$ cat src/rtl/riscv_def.v
// Shared RISC-V datapath widths and the instruction-queue depth.
`ifndef RISCV_DEF_V
`define RISCV_DEF_V

`define XLEN      32
`define PC_WIDTH  32
`define IFQ_DEPTH 4

`endif

$ cat src/rtl/if_id_queue_pkg.sv
// Types and sizing shared by the fetch/decode instruction queue and its users.
`include "riscv_def.v"

package if_id_queue_pkg;

  localparam int XLEN_W = `XLEN;
  localparam int PC_W   = `PC_WIDTH;
  localparam int DEPTH  = `IFQ_DEPTH;
  localparam int PTR_W  = $clog2(DEPTH);
  localparam int CNT_W  = PTR_W + 1;

  // One slot is stored as a single packed vector {pc, pcplus4, inst}.
  typedef struct packed {
    logic [PC_W-1:0]   pc;
    logic [PC_W-1:0]   pcplus4;
    logic [XLEN_W-1:0] inst;
  } ifq_entry_t;

endpackage

$ cat src/rtl/if_id_queue_if.sv
// Fetch-side push and decode-side pop signals of the instruction queue.
interface if_id_queue_if;
  import if_id_queue_pkg::*;

  logic              in_valid;
  logic              in_ready;
  logic [PC_W-1:0]   in_pc;
  logic [PC_W-1:0]   in_pcplus4;
  logic [XLEN_W-1:0] in_inst;
  logic              flush;
  logic              out_valid;
  logic              out_ready;
  logic [PC_W-1:0]   out_pc;
  logic [PC_W-1:0]   out_pcplus4;
  logic [XLEN_W-1:0] out_inst;
  logic [CNT_W-1:0]  count;

  // master drives fetch/decode requests; slave is the queue itself.
  modport master (
    output in_valid, in_pc, in_pcplus4, in_inst, flush, out_ready,
    input  in_ready, out_valid, out_pc, out_pcplus4, out_inst, count
  );

  modport slave (
    input  in_valid, in_pc, in_pcplus4, in_inst, flush, out_ready,
    output in_ready, out_valid, out_pc, out_pcplus4, out_inst, count
  );

endinterface

$ cat src/rtl/if_id_queue.sv
// Circular instruction queue between fetch and decode with first-word
// fall-through output and whole-queue flush on redirect.
module if_id_queue
  import if_id_queue_pkg::*;
(
  input logic         clk,
  input logic         rst_n,
  if_id_queue_if.slave ifq
);

  ifq_entry_t       mem_q [DEPTH];
  logic [PTR_W-1:0] rd_ptr_q, rd_ptr_d;
  logic [PTR_W-1:0] wr_ptr_q, wr_ptr_d;
  logic [CNT_W-1:0] count_q, count_d;
  logic             push, pop;
  ifq_entry_t       wr_entry, head;

  // in_ready looks only at occupancy, so decode back-pressure never
  // reaches fetch combinationally; a full queue refuses even when popping.
  assign ifq.in_ready  = (count_q != CNT_W'(DEPTH));
  assign ifq.out_valid = (count_q != '0);
  assign push          = ifq.in_valid  && ifq.in_ready;
  assign pop           = ifq.out_valid && ifq.out_ready;

  assign wr_entry = '{pc: ifq.in_pc, pcplus4: ifq.in_pcplus4, inst: ifq.in_inst};
  assign head     = mem_q[rd_ptr_q];

  assign ifq.out_pc      = head.pc;
  assign ifq.out_pcplus4 = head.pcplus4;
  assign ifq.out_inst    = head.inst;
  assign ifq.count       = count_q;

  // NOTE: every signal assigned in always_comb gets a default first, so no
  // path can leave it unassigned and infer a latch.
  always_comb begin
    rd_ptr_d = rd_ptr_q;
    wr_ptr_d = wr_ptr_q;
    count_d  = count_q;
    if (ifq.flush) begin
      rd_ptr_d = '0;
      wr_ptr_d = '0;
      count_d  = '0;
    end else begin
      if (push) wr_ptr_d = wr_ptr_q + PTR_W'(1);
      if (pop)  rd_ptr_d = rd_ptr_q + PTR_W'(1);
      case ({push, pop})
        2'b10:   count_d = count_q + CNT_W'(1);
        2'b01:   count_d = count_q - CNT_W'(1);
        default: count_d = count_q;
      endcase
    end
  end

  // NOTE: sequential state uses non-blocking assignments only, so every
  // register samples the pre-edge values of the others.
  always_ff @(posedge clk or negedge rst_n) begin
    if (!rst_n) begin
      rd_ptr_q <= '0;
      wr_ptr_q <= '0;
      count_q  <= '0;
    end else begin
      rd_ptr_q <= rd_ptr_d;
      wr_ptr_q <= wr_ptr_d;
      count_q  <= count_d;
    end
  end

  // NOTE: storage is reset so the fall-through outputs read zero out of
  // reset; a flush deliberately leaves the contents in place.
  always_ff @(posedge clk or negedge rst_n) begin
    if (!rst_n) begin
      for (int i = 0; i < DEPTH; i++) mem_q[i] <= '0;
    end else if (push && !ifq.flush) begin
      mem_q[wr_ptr_q] <= wr_entry;
    end
  end

endmodule

$ cat src/flat_wrapper.sv
// flat-port wrapper written by rule: the top's interface ports become plain ports
module if_id_queue_flat import if_id_queue_pkg::*;
  (clk, rst_n, ifq_in_valid, ifq_in_pc, ifq_in_pcplus4, ifq_in_inst, ifq_flush, ifq_out_ready, ifq_in_ready, ifq_out_valid, ifq_out_pc, ifq_out_pcplus4, ifq_out_inst, ifq_count);
  if_id_queue_if ifq_i ();
  input logic clk;
  input logic rst_n;
  input wire logic [$bits(ifq_i.in_valid)-1:0] ifq_in_valid;
  input wire logic [$bits(ifq_i.in_pc)-1:0] ifq_in_pc;
  input wire logic [$bits(ifq_i.in_pcplus4)-1:0] ifq_in_pcplus4;
  input wire logic [$bits(ifq_i.in_inst)-1:0] ifq_in_inst;
  input wire logic [$bits(ifq_i.flush)-1:0] ifq_flush;
  input wire logic [$bits(ifq_i.out_ready)-1:0] ifq_out_ready;
  output wire logic [$bits(ifq_i.in_ready)-1:0] ifq_in_ready;
  output wire logic [$bits(ifq_i.out_valid)-1:0] ifq_out_valid;
  output wire logic [$bits(ifq_i.out_pc)-1:0] ifq_out_pc;
  output wire logic [$bits(ifq_i.out_pcplus4)-1:0] ifq_out_pcplus4;
  output wire logic [$bits(ifq_i.out_inst)-1:0] ifq_out_inst;
  output wire logic [$bits(ifq_i.count)-1:0] ifq_count;
  assign ifq_i.in_valid = ifq_in_valid;
  assign ifq_i.in_pc = ifq_in_pc;
  assign ifq_i.in_pcplus4 = ifq_in_pcplus4;
  assign ifq_i.in_inst = ifq_in_inst;
  assign ifq_i.flush = ifq_flush;
  assign ifq_i.out_ready = ifq_out_ready;
  assign ifq_in_ready = ifq_i.in_ready;
  assign ifq_out_valid = ifq_i.out_valid;
  assign ifq_out_pc = ifq_i.out_pc;
  assign ifq_out_pcplus4 = ifq_i.out_pcplus4;
  assign ifq_out_inst = ifq_i.out_inst;
  assign ifq_count = ifq_i.count;
  if_id_queue u_core (.clk(clk), .rst_n(rst_n), .ifq(ifq_i));
endmodule
$ cat config.mk
export PLATFORM = sky130hd
export DESIGN_NAME = if_id_queue_flat
export DESIGN_NICKNAME = d
export VERILOG_FILES = /design/src/rtl/if_id_queue_pkg.sv /design/src/rtl/if_id_queue_if.sv /design/src/rtl/if_id_queue.sv /design/src/flat_wrapper.sv
export VERILOG_INCLUDE_DIRS = /design/src /design/src/rtl
export SDC_FILE = /design/constraint.sdc
export NUM_CORES = 1
export LEC_CHECK = 0
export BUFFER_PORTS_ARGS = -buffer_cell sky130_fd_sc_hd__buf_2
export CORE_MARGIN = 2
export CORE_UTILIZATION = 55
export CTS_BUF_LIST = sky130_fd_sc_hd__clkbuf_4
export DETAILED_ROUTE_END_ITERATION = 10
export GPL_TIMING_DRIVEN = 0
export PLACE_DENSITY = 0.76
export SLEW_MARGIN = 15
export SYNTH_ARGS = -nofsm -noshare
export SYNTH_HDL_FRONTEND = slang
export SYNTH_SLANG_ARGS = --single-unit
$ cat constraint.sdc
create_clock -name clk -period 5.6 [get_ports clk]
set_input_delay 1.68 -clock clk [delete_from_list [all_inputs] [get_ports clk]]
set_output_delay 1.68 -clock clk [all_outputs]
set_load 0.03 [all_outputs]
### Word level (Yosys, flattened, before mapping)

Index checks and enable logic that the tools add are counted.

| word-level totals | value |
|---|---|
| input port bits | 101 |
| bits in registers | 391 |
| output and inout bits | 101 |
| ROM bits | 0 |
| memories | 0 |
| latch bits | 0 |
| bits in writable memories | 0 |
| logic and storage cells | 48 |

| cells by class | value |
|---|---|
| multipliers | 0 |
| reductions and logical operators | 9 |
| $lt $le $gt $ge | 3 |
| bitwise operators | 2 |
| multiplexer cells | 12 |
| divide/modulo/power cells | 0 |
| shift-type cells | 0 |
| eq/ne operators | 3 |
| $add $sub $neg | 4 |

Operator list:

| cell | number |
|---|---|
| bitwise mux 384 bit | 1 |
| 2-to-1 mux 96 bit | 3 |
| binary-select mux 96 bit (select 2 bit) | 1 |
| demux 96 bit (select 2 bit) | 1 |
| 2-to-1 mux 2 bit | 4 |
| >= comparator 3 bit (second input constant) | 2 |
| NOT 2 -> 3 bit | 2 |
| case mux 3 bit (2 select lines) | 1 |
| nonzero test 3 bit | 2 |
| adder 2 x 1 -> 2 bit (second input constant) | 2 |
| logical AND 1 bit | 4 |
| nonzero test 2 bit | 2 |
| adder 3 x 1 -> 3 bit (second input constant) | 1 |
| less-than comparator 3 x 1 -> 1 bit (second input constant) | 1 |
| 2-to-1 mux 3 bit | 1 |
| != test 3 bit (second input constant) | 1 |
| subtractor 3 x 1 -> 3 bit (second input constant) | 1 |
| == test 2 x 1 -> 1 bit (second input constant) | 1 |
| == test 2 bit (second input constant) | 1 |
| logical NOT 1 bit | 1 |

### Logic depth before layout (Yosys ltp)

Gate-level depths: netlist of the first run.

| depth | value |
|---|---|
| depth after elaboration | 6 |
| depth in mapped cells | 7 |

### Least setup slack after synthesis of the first run

Ideal clock, no wire load.

| path | value |
|---|---|
| path kind | input port to flip-flop |
| start point | input ifq_out_ready |
| end point | register u_core.count_q[1], in the netlist u_core.ifq.count[1] |
| path buffers | 1 |
| setup slack | 2.367 ns |
| cell stages on the path | 7 |
| data required time | 5.474 ns |
| arrival time | 3.106 ns |
| setup time | 0.126 ns |
| cell sequence | clkbuf_1 > o31ai_1 > nor2_1 > fa_1 > or2_2 > a21oi_1 > nor4_1 |

| between the ends | value |
|---|---|
| word-level cells in the longest chain between the ends | 4 |
| elaborated cells on any way between the ends | 6 |
| those cells by class | eq/ne (2); mux (2); reduce/logical (2) |

RTL lines:

| what | line | source |
|---|---|---|
| start: declaration | flat_wrapper.sv:12 | `input wire logic [$bits(ifq_i.out_ready)-1:0] ifq_out_ready;` |
| logical AND 1 bit (*) | if_id_queue.sv:23 | `assign pop = ifq.out_valid && ifq.out_ready;` |
| == test 2 x 1 -> 1 bit / == test 2 bit (equally long branches) | if_id_queue.sv:46 | `case ({push, pop})` |
| case mux 3 bit (2 select lines) | if_id_queue.sv:46 |  |
| 2-to-1 mux 3 bit | if_id_queue.sv:39 | `if (ifq.flush) begin` |
| end signal: assignment | if_id_queue.sv:64 | `count_q <= count_d;` |
| end: declaration | if_id_queue.sv:14 | `logic [CNT_W-1:0] count_q, count_d;` |

Every way passes the cells marked *; elsewhere a longest branch is shown, timed or not.
A chain may end at the register's enable or synchronous reset.

### Worst setup path in the final report of the first run

| path | value |
|---|---|
| start point | register u_core.rd_ptr_q[1] |
| end point | output ifq_out_pcplus4[24] |

| between the ends | value |
|---|---|
| word-level cells in the longest chain between the ends | 4 |

RTL lines:

| what | line | source |
|---|---|---|
| start: declaration | if_id_queue.sv:12 | `logic [PTR_W-1:0] rd_ptr_q, rd_ptr_d;` |
| start signal: assignment | if_id_queue.sv:62 | `rd_ptr_q <= rd_ptr_d;` |
| NOT 2 -> 3 bit (implied by the code) | if_id_queue.sv:26 | `assign head = mem_q[rd_ptr_q];` |
| binary-select mux 96 bit (select 2 bit) | if_id_queue.sv:26 |  |
| 2-to-1 mux 96 bit (implied by the code) (2 in a row) | if_id_queue.sv:26 |  |
| end: declaration | flat_wrapper.sv:16 | `output wire logic [$bits(ifq_i.out_pcplus4)-1:0] ifq_out_pcplus4;` |

No other way between the ends. The select of a mux whose other input is x is not followed.

==> results of run 1 <==
-- cell type report --
type,instances,area (µm²)
Timing Repair Buffer,204,1120
Fill cell,2428,11500
Clock inverter,26,125
Antenna cell,3,7.51
Tap cell,442,553
Inverter,5,21.3
Clock buffer,145,1090
Multi-Input combinational cell,529,7490
Sequential cell,391,9780
Buffer,68,702
-- path summary, 6_finish.rpt --
| kind | startpoint | to | cells past startpoint |
|---|---|---|---|
| worst max-delay path | u_core.rd_ptr_q[1] | ifq_out_pcplus4[24] | 5 |
| worst min-delay path | u_core.mem_q[147] | u_core.mem_q[147] | 1 |
| worst max register to register | u_core.ifq.count[0] | u_core.ifq.count[2] | 6 |
| worst min register to register | u_core.mem_q[147] | u_core.mem_q[147] | 1 |
| max in group asynchronous | rst_n | u_core.mem_q[39] | 3 |
| min in group asynchronous | rst_n | u_core.mem_q[295] | 1 |
-- layer usage --
| metal | global-route usage | up-vias |
|---|---|---|
| li1 | - | 4395 |
| met1 | 0.303 | 5290 |
| met2 | 0.359 | 245 |
| met3 | 0.0808 | 74 |
| met4 | 0.0768 | 14 |
| met5 | 0 | - |
-- worst max-delay path, cell delays in order, from the launching register on --
cell	delay, ns
dfrtp_1	0.32
clkbuf_1	0.35
clkbuf_1	0.62
buf_2	0.42
mux4_2	0.36
buf_2	0.20
-- report_power, final --
group          total [mW]  internal [mW]  switching [mW]
logic                2.92           1.58            1.35
registers            4.11           3.68           0.434
clock network        2.36           1.22            1.14
total                9.40           6.48            2.92
-- Yosys cell counts (2+ instances only) --
cell type	n
dfrtp_1	391
mux2_2	224
mux2_4	160
mux4_2	96
buf_4	24
buf_12	20
buf_2	13
clkbuf_1	9
nor2_1	5
a21oi_1	4
ha_1	4
inv_1	4
nand3_4	4
nand2b_1	3
xor2_1	3
buf_6	2
nand2_1	2
nand3_1	2
nand3b_1	2
o21a_1	2
o21ai_0	2
o21bai_1	2
o221ai_1	2
o311ai_0	2
-- cells in the final DEF (no fill, tap or decap), types with 3 or more instances in the layout --
cell | synthesis | final
nand2b_1 | 3 | 3
clkbuf_4 | 0 | 145
buf_16 | 0 | 4
dfrtp_1 | 391 | 391
buf_12 | 20 | 20
inv_1 | 4 | 4
mux2_4 | 160 | 160
buf_4 | 24 | 24
xor2_1 | 3 | 3
mux2_2 | 224 | 224
a21oi_1 | 4 | 4
nor2_1 | 5 | 5
mux4_2 | 96 | 96
clkinv_1 | 0 | 22
ha_1 | 4 | 4
nand3_4 | 4 | 4
diode_2 | 0 | 3
clkbuf_1 | 9 | 9
buf_2 | 13 | 212
-- registers in the layout, summed over array words and instances, names as in the netlist --
name / count
u_core.ifq.count: 3
u_core.mem_q: 384
u_core.rd_ptr_q: 2
u_core.wr_ptr_q: 2
-- logic make-up (layout without fill, tap and decap cells) --
group | Yosys count | count (layout) | share of synthesized area
xor+xnor | 3 | 3 | 0.00146
mux | 480 | 480 | 0.394
other cells | 0 | 3 | 0
compound gates | 17 | 17 | 0.00653
buf+inv | 73 | 448 | 0.0402
simple gates | 24 | 24 | 0.0106
flops | 391 | 391 | 0.544
fa+ha+maj | 5 | 5 | 0.00389
==> flow_summary_export.csv, run 1 <==
group,metric,value,unit
grt,grt_antenna_before_repair,10,
finish,fin_util,0.645,
detailed_routing,viasPerCell,5.53,
yosys,synth-edff-count,0,
finish,nets,1407,
critical_path,cp_max_fo,10,
critical_path,rrSetupSlack,3.26,ns
outcome,run_status,"complete, no violations",
sta,slew_headroom,0.427,
critical_path,cp.arrival,3.00,ns
grt,grt_first_pass_wirelength,60.1,mm
sta,max_freq,214,MHz
placed_design,placed_cells,1639,
sta,holdWs,0.499,ns
sta,setup_tns,0,ns
yosys,yosys.area.top_type_share,0.544,
yosys,ys_seq_elements,391,
detailed_routing,drt_pass1_iterations,4,
detailed_routing,vias,10000,
grt,grt_pass1_vias,11000,
sta,rsz0062_at_grt,"false",
clock_network,cts.sinks,391,
yosys,synth_top_area_cell,"dfrtp_1",
detailed_routing,drtIter0Drc,378,
floorplanning,io_pins,202,
finish,syn_to_final_growth,16.1,%
detailed_routing,wl_met2,18.0,mm
yosys,synthTopCellsByArea,"dfrtp_1 (54%), mux2_2 (14%), mux2_4 (13%), mux4_2 (12%), buf_12 (2.2%)",
clock_network,cts_setup_buffers,0,
detailed_routing,wl,37.9,mm
placed_design,io_buffers,200,
yosys,synthFlopType,"dfrtp_1",
clock_network,cts_buffers,102,
placed_design,hpwl,25.0,mm
sta,clock_skew,0.0355,ns
sta,setup_viol,0,
clock_network,cts_hold_repair.buffers,0,
sta,drv_slew,0,
power_and_ir_drop,ir_drop,257,µV
clock_network,cts.clk_slew.worst_paths,0.06,ns
yosys,seq_area_frac_synth,0.544,
critical_path,crit_path_end_kind,"output port",
clock_network,cts_tree,"built",
sta,fin_crit,4.68,ns
clock_network,clk_path_buf_depth,3,
placed_design,gp_congestion,0.733,
yosys,syn_nets,1099,
yosys,syn-cell-area,18000,µm²
grt,track_usage,0.230,
sta,period_share,0.836,
floorplanning,core_area,32400,µm²
finish,drive_gt1_frac,0.657,
floorplanning,initial_core_util,0.556,
sta,worst_slack,0.918,ns
critical_path,critPathKind,"flip-flop to output port",
floorplanning,row_count,66,
sta,hold_viol,0,
finish,final_cell_area,20900,µm²
yosys,syn_inst,993,
floorplanning,die_h,185,µm
detailed_routing,route.layer.met1.wl,16.5,mm
critical_path,cp.required,3.92,ns
grt,grt.overflow.total,0,
yosys,async_flop_share,1.00,
power_and_ir_drop,leakage,10.2,nW
detailed_routing,antenna_left,0,
yosys,synthDistinctLibCells,35,
sta,tightest_slew,0.859,ns
detailed_routing,met3_length,2.63,mm
critical_path,critPathLaunchType,"flip-flop",
yosys,synth_area_per_cell,18.1,µm²
grt,grt_max_degree,93,
yosys,ys.warnings.count,0,
clock_network,cts_root_buf,"clkbuf_4",
floorplanning,design.die.area,34200,µm²
floorplanning,dieWidth,185,µm
clock_network,insertion_delay,0.75,ns
worst_hold_path,min_path_type,"flip-flop to flip-flop",
power_and_ir_drop,p_per_area,450,nW/µm²
placed_design,pre_cts_slack,1.61,ns
detailed_routing,top_layer_used,"met5",
clock_network,cts_htree_levels,3,
power_and_ir_drop,p_total,9.40,mW
flow_run,maxCapViolCount,0,
placed_design,dpl-instance-area,19700,µm²
finish,fin_cells,1813,
detailed_routing,routedWlPerCell,20.9,µm
clock_network,post_cts_resized,0,
detailed_routing,drcViolationCount,0,
Note: power is estimated with default switching activity, not from simulation.
==> run 2: changes to the inputs <==
--- a/config.mk
+++ b/config.mk
@@ -12,7 +12,7 @@
 export CTS_BUF_LIST = sky130_fd_sc_hd__clkbuf_4
 export DETAILED_ROUTE_END_ITERATION = 10
 export GPL_TIMING_DRIVEN = 0
-export PLACE_DENSITY = 0.76
+export PLACE_DENSITY = 0.79
 export SLEW_MARGIN = 15
 export SYNTH_ARGS = -nofsm -noshare
 export SYNTH_HDL_FRONTEND = slang
==> constraint.sdc (replaced) <==
create_clock -name clk -period 4.25 [get_ports clk]
set_input_delay 1.275 -clock clk [delete_from_list [all_inputs] [get_ports clk]]
set_output_delay 1.275 -clock clk [all_outputs]
set_load 0.03 [all_outputs]
==> run 2 against run 1 <==
Via count down 0.57%. Clock power grew 38%. Critical path depth stayed put. Cell count rose by 0.39%. Die area is the same. Routed wire length grew 0.44%. Combinational power increased by 32%. Sequential share of layout area shrank 0.20 points. Critical path type unchanged. Largest cell class unchanged. Highest routed layer unchanged.
==> flow_summary_export.csv, run 2 (synthesis gave the netlist of run 1 again) <==
group,metric,value,unit
finish,most-common-layout-cells,"dfrtp_1 (391), mux2_2 (224), buf_2 (212)",
power_and_ir_drop,p_per_area,598,nW/µm²
clock_network,cts_htree_levels,3,
clock_network,cts_root_buf,"clkbuf_4",
finish,final_common_cell,"dfrtp_1",
sta,hold_viol,0,
grt,grt_antenna_before_repair,10,
power_and_ir_drop,p_seq_frac,0.433,
power_and_ir_drop,p_switching,3.88,mW
clock_network,cts.sinks,391,
detailed_routing,drcViolationCount,0,
clock_network,cts_setup_buffers,0,
clock_network,cts.clk_slew.worst_paths,0.07,ns
sta,tightest_slew,0.763,ns
grt,grt_pass1_vias,11100,
grt,track_usage,0.235,
sta,drv_slew,0,
grt,grt.overflow.total,0,
placed_design,hpwl,25.2,mm
detailed_routing,viasPerCell,5.47,
sta,slew_headroom,0.491,
power_and_ir_drop,clkPwrFrac,0.260,
floorplanning,core_area,32400,µm²
power_and_ir_drop,comb_power_share,0.307,
critical_path,cp_max_fo,10,
sta,setup_viol,0,
finish,fillers,2398,
worst_hold_path,min_path_type,"input port to asynchronous set/reset pin",
finish,syn_to_final_growth,16.6,%
detailed_routing,routedWlPerCell,20.9,µm
detailed_routing,drtIter0Drc,418,
detailed_routing,drt_pass1_iterations,4,
finish,regMostFlops,"u_core.mem_q",
floorplanning,io_pins,202,
critical_path,cp.arrival,2.75,ns
power_and_ir_drop,ir_drop,325,µV
detailed_routing,vias,9961,
power_and_ir_drop,p_int,8.67,mW
sta,period_share,0.946,
critical_path,cp.required,2.97,ns
floorplanning,initial_core_util,0.556,
finish,nets,1408,
power_and_ir_drop,leakage,10.2,nW
sta,fin_crit,4.02,ns
critical_path,crit_path_end_kind,"output port",
finish,drive_gt1_frac,0.661,
outcome,run_status,"complete, no violations",
clock_network,cts_buffers,103,
power_and_ir_drop,p_total,12.5,mW
clock_network,cts_tree,"built",
clock_network,clk_path_buf_depth,3,
floorplanning,die_h,185,µm
floorplanning,row_count,66,
sta,holdWs,0.357,ns
finish,fin_util,0.648,
sta,clock_skew,0.0635,ns
grt,grt_max_degree,102,
detailed_routing,wl,38.1,mm
clock_network,insertion_delay,0.80,ns
sta,rsz0062_at_grt,"false",
placed_design,gp_congestion,0.782,
floorplanning,dieWidth,185,µm
finish,final_cell_area,21000,µm²
placed_design,io_buffers,200,
power_and_ir_drop,swShare,0.309,
critical_path,critPathLaunchType,"flip-flop",
placed_design,dpl-instance-area,19700,µm²
detailed_routing,antenna_left,0,
floorplanning,design.die.area,34200,µm²
sta,max_freq,249,MHz
critical_path,critPathKind,"flip-flop to output port",
clock_network,cts_hold_repair.buffers,0,
flow_run,maxCapViolCount,0,
finish,largest_reg_flops,384,
grt,grt_first_pass_wirelength,61.4,mm
-- run 2: cell types whose count changed in the layout (fill, tap and decap cells not counted) --
cell,delta
inv_2,-1
clkbuf_1,-1
clkinv_4,+1
clkinv_1,-3
diode_2,+4
clkinv_2,+4
clkbuf_4,+1
bufinv_16,+2
-- run 2: critical path, cell delays in order (launching register included) --
cell,delay [ns]
dfrtp_1,0.33
clkbuf_1,0.39
clkbuf_4,0.37
buf_2,0.31
mux4_2,0.37
buf_2,0.20
-- run 2: path summary, 6_finish.rpt --
kind	start	cells after the start	to	slack [ns]
min in group clk	u_core.mem_q[136]	1	u_core.mem_q[136]	0.50
hold / removal	rst_n	1	u_core.mem_q[199]	0.36
setup reg to reg	u_core.ifq.count[1]	6	u_core.ifq.count[2]	1.98
setup / recovery	u_core.rd_ptr_q[1]	5	ifq_out_pcplus4[28]	0.23
max in group asynchronous	rst_n	3	u_core.wr_ptr_q[1]	2.65
hold reg to reg	u_core.mem_q[136]	1	u_core.mem_q[136]	0.50
-- run 2: power groups by stage --
stage | logic, mW | registers (mW) | clock network, mW
after CTS | 3.91 | 5.43 | 3.38
after global routing | 4.12 | 5.56 | 3.58
after global placement | 3.79 | 5.40 | 0
final | 3.86 | 5.44 | 3.26
after floorplan | 3.09 | 5.27 | 0
after detailed placement | 3.90 | 5.47 | 0
-- run 2: stage by stage --
stage | setup slack (ns) | cells | setup TNS, ns
detailed placement | 0.650 | 1639 | 0
global route | 0.0188 | 1817 | 0
floorplan | 1.42 | 993 | 0
finish | 0.228 | 1820 | 0
CTS | 0.0369 | 1813 | 0
global placement | -5.56 | 1635 | -2164.03
-- run 2: cell type report --
cell class	instances	area [µm²]	share of cell area
flip-flops and latches	391	9780	0.466
well taps	442	553	0.0264
repair buffers	204	1120	0.0534
multi-input cells	529	7490	0.357
inverters	5	21.3	0.00101
plain buffers	68	706	0.0336
clock buffers	145	1090	0.0519
clock inverters	29	199	0.00948
diodes	7	17.5	0.000835
-- run 2: repair_timing --
action	in CTS	in global routing
setup endpoints to repair	30	29
endpoints found under the hold margin	0	0
resized for setup	1	2
-- run 2: layer usage --
layer	track usage	up-vias	part of all wire
met3	0.0836	61	0.067
met1	0.302	5236	0.43
met5	0	-	0.0017
met2	0.375	238	0.49
met4	0.0813	10	0.018
li1	-	4416	-
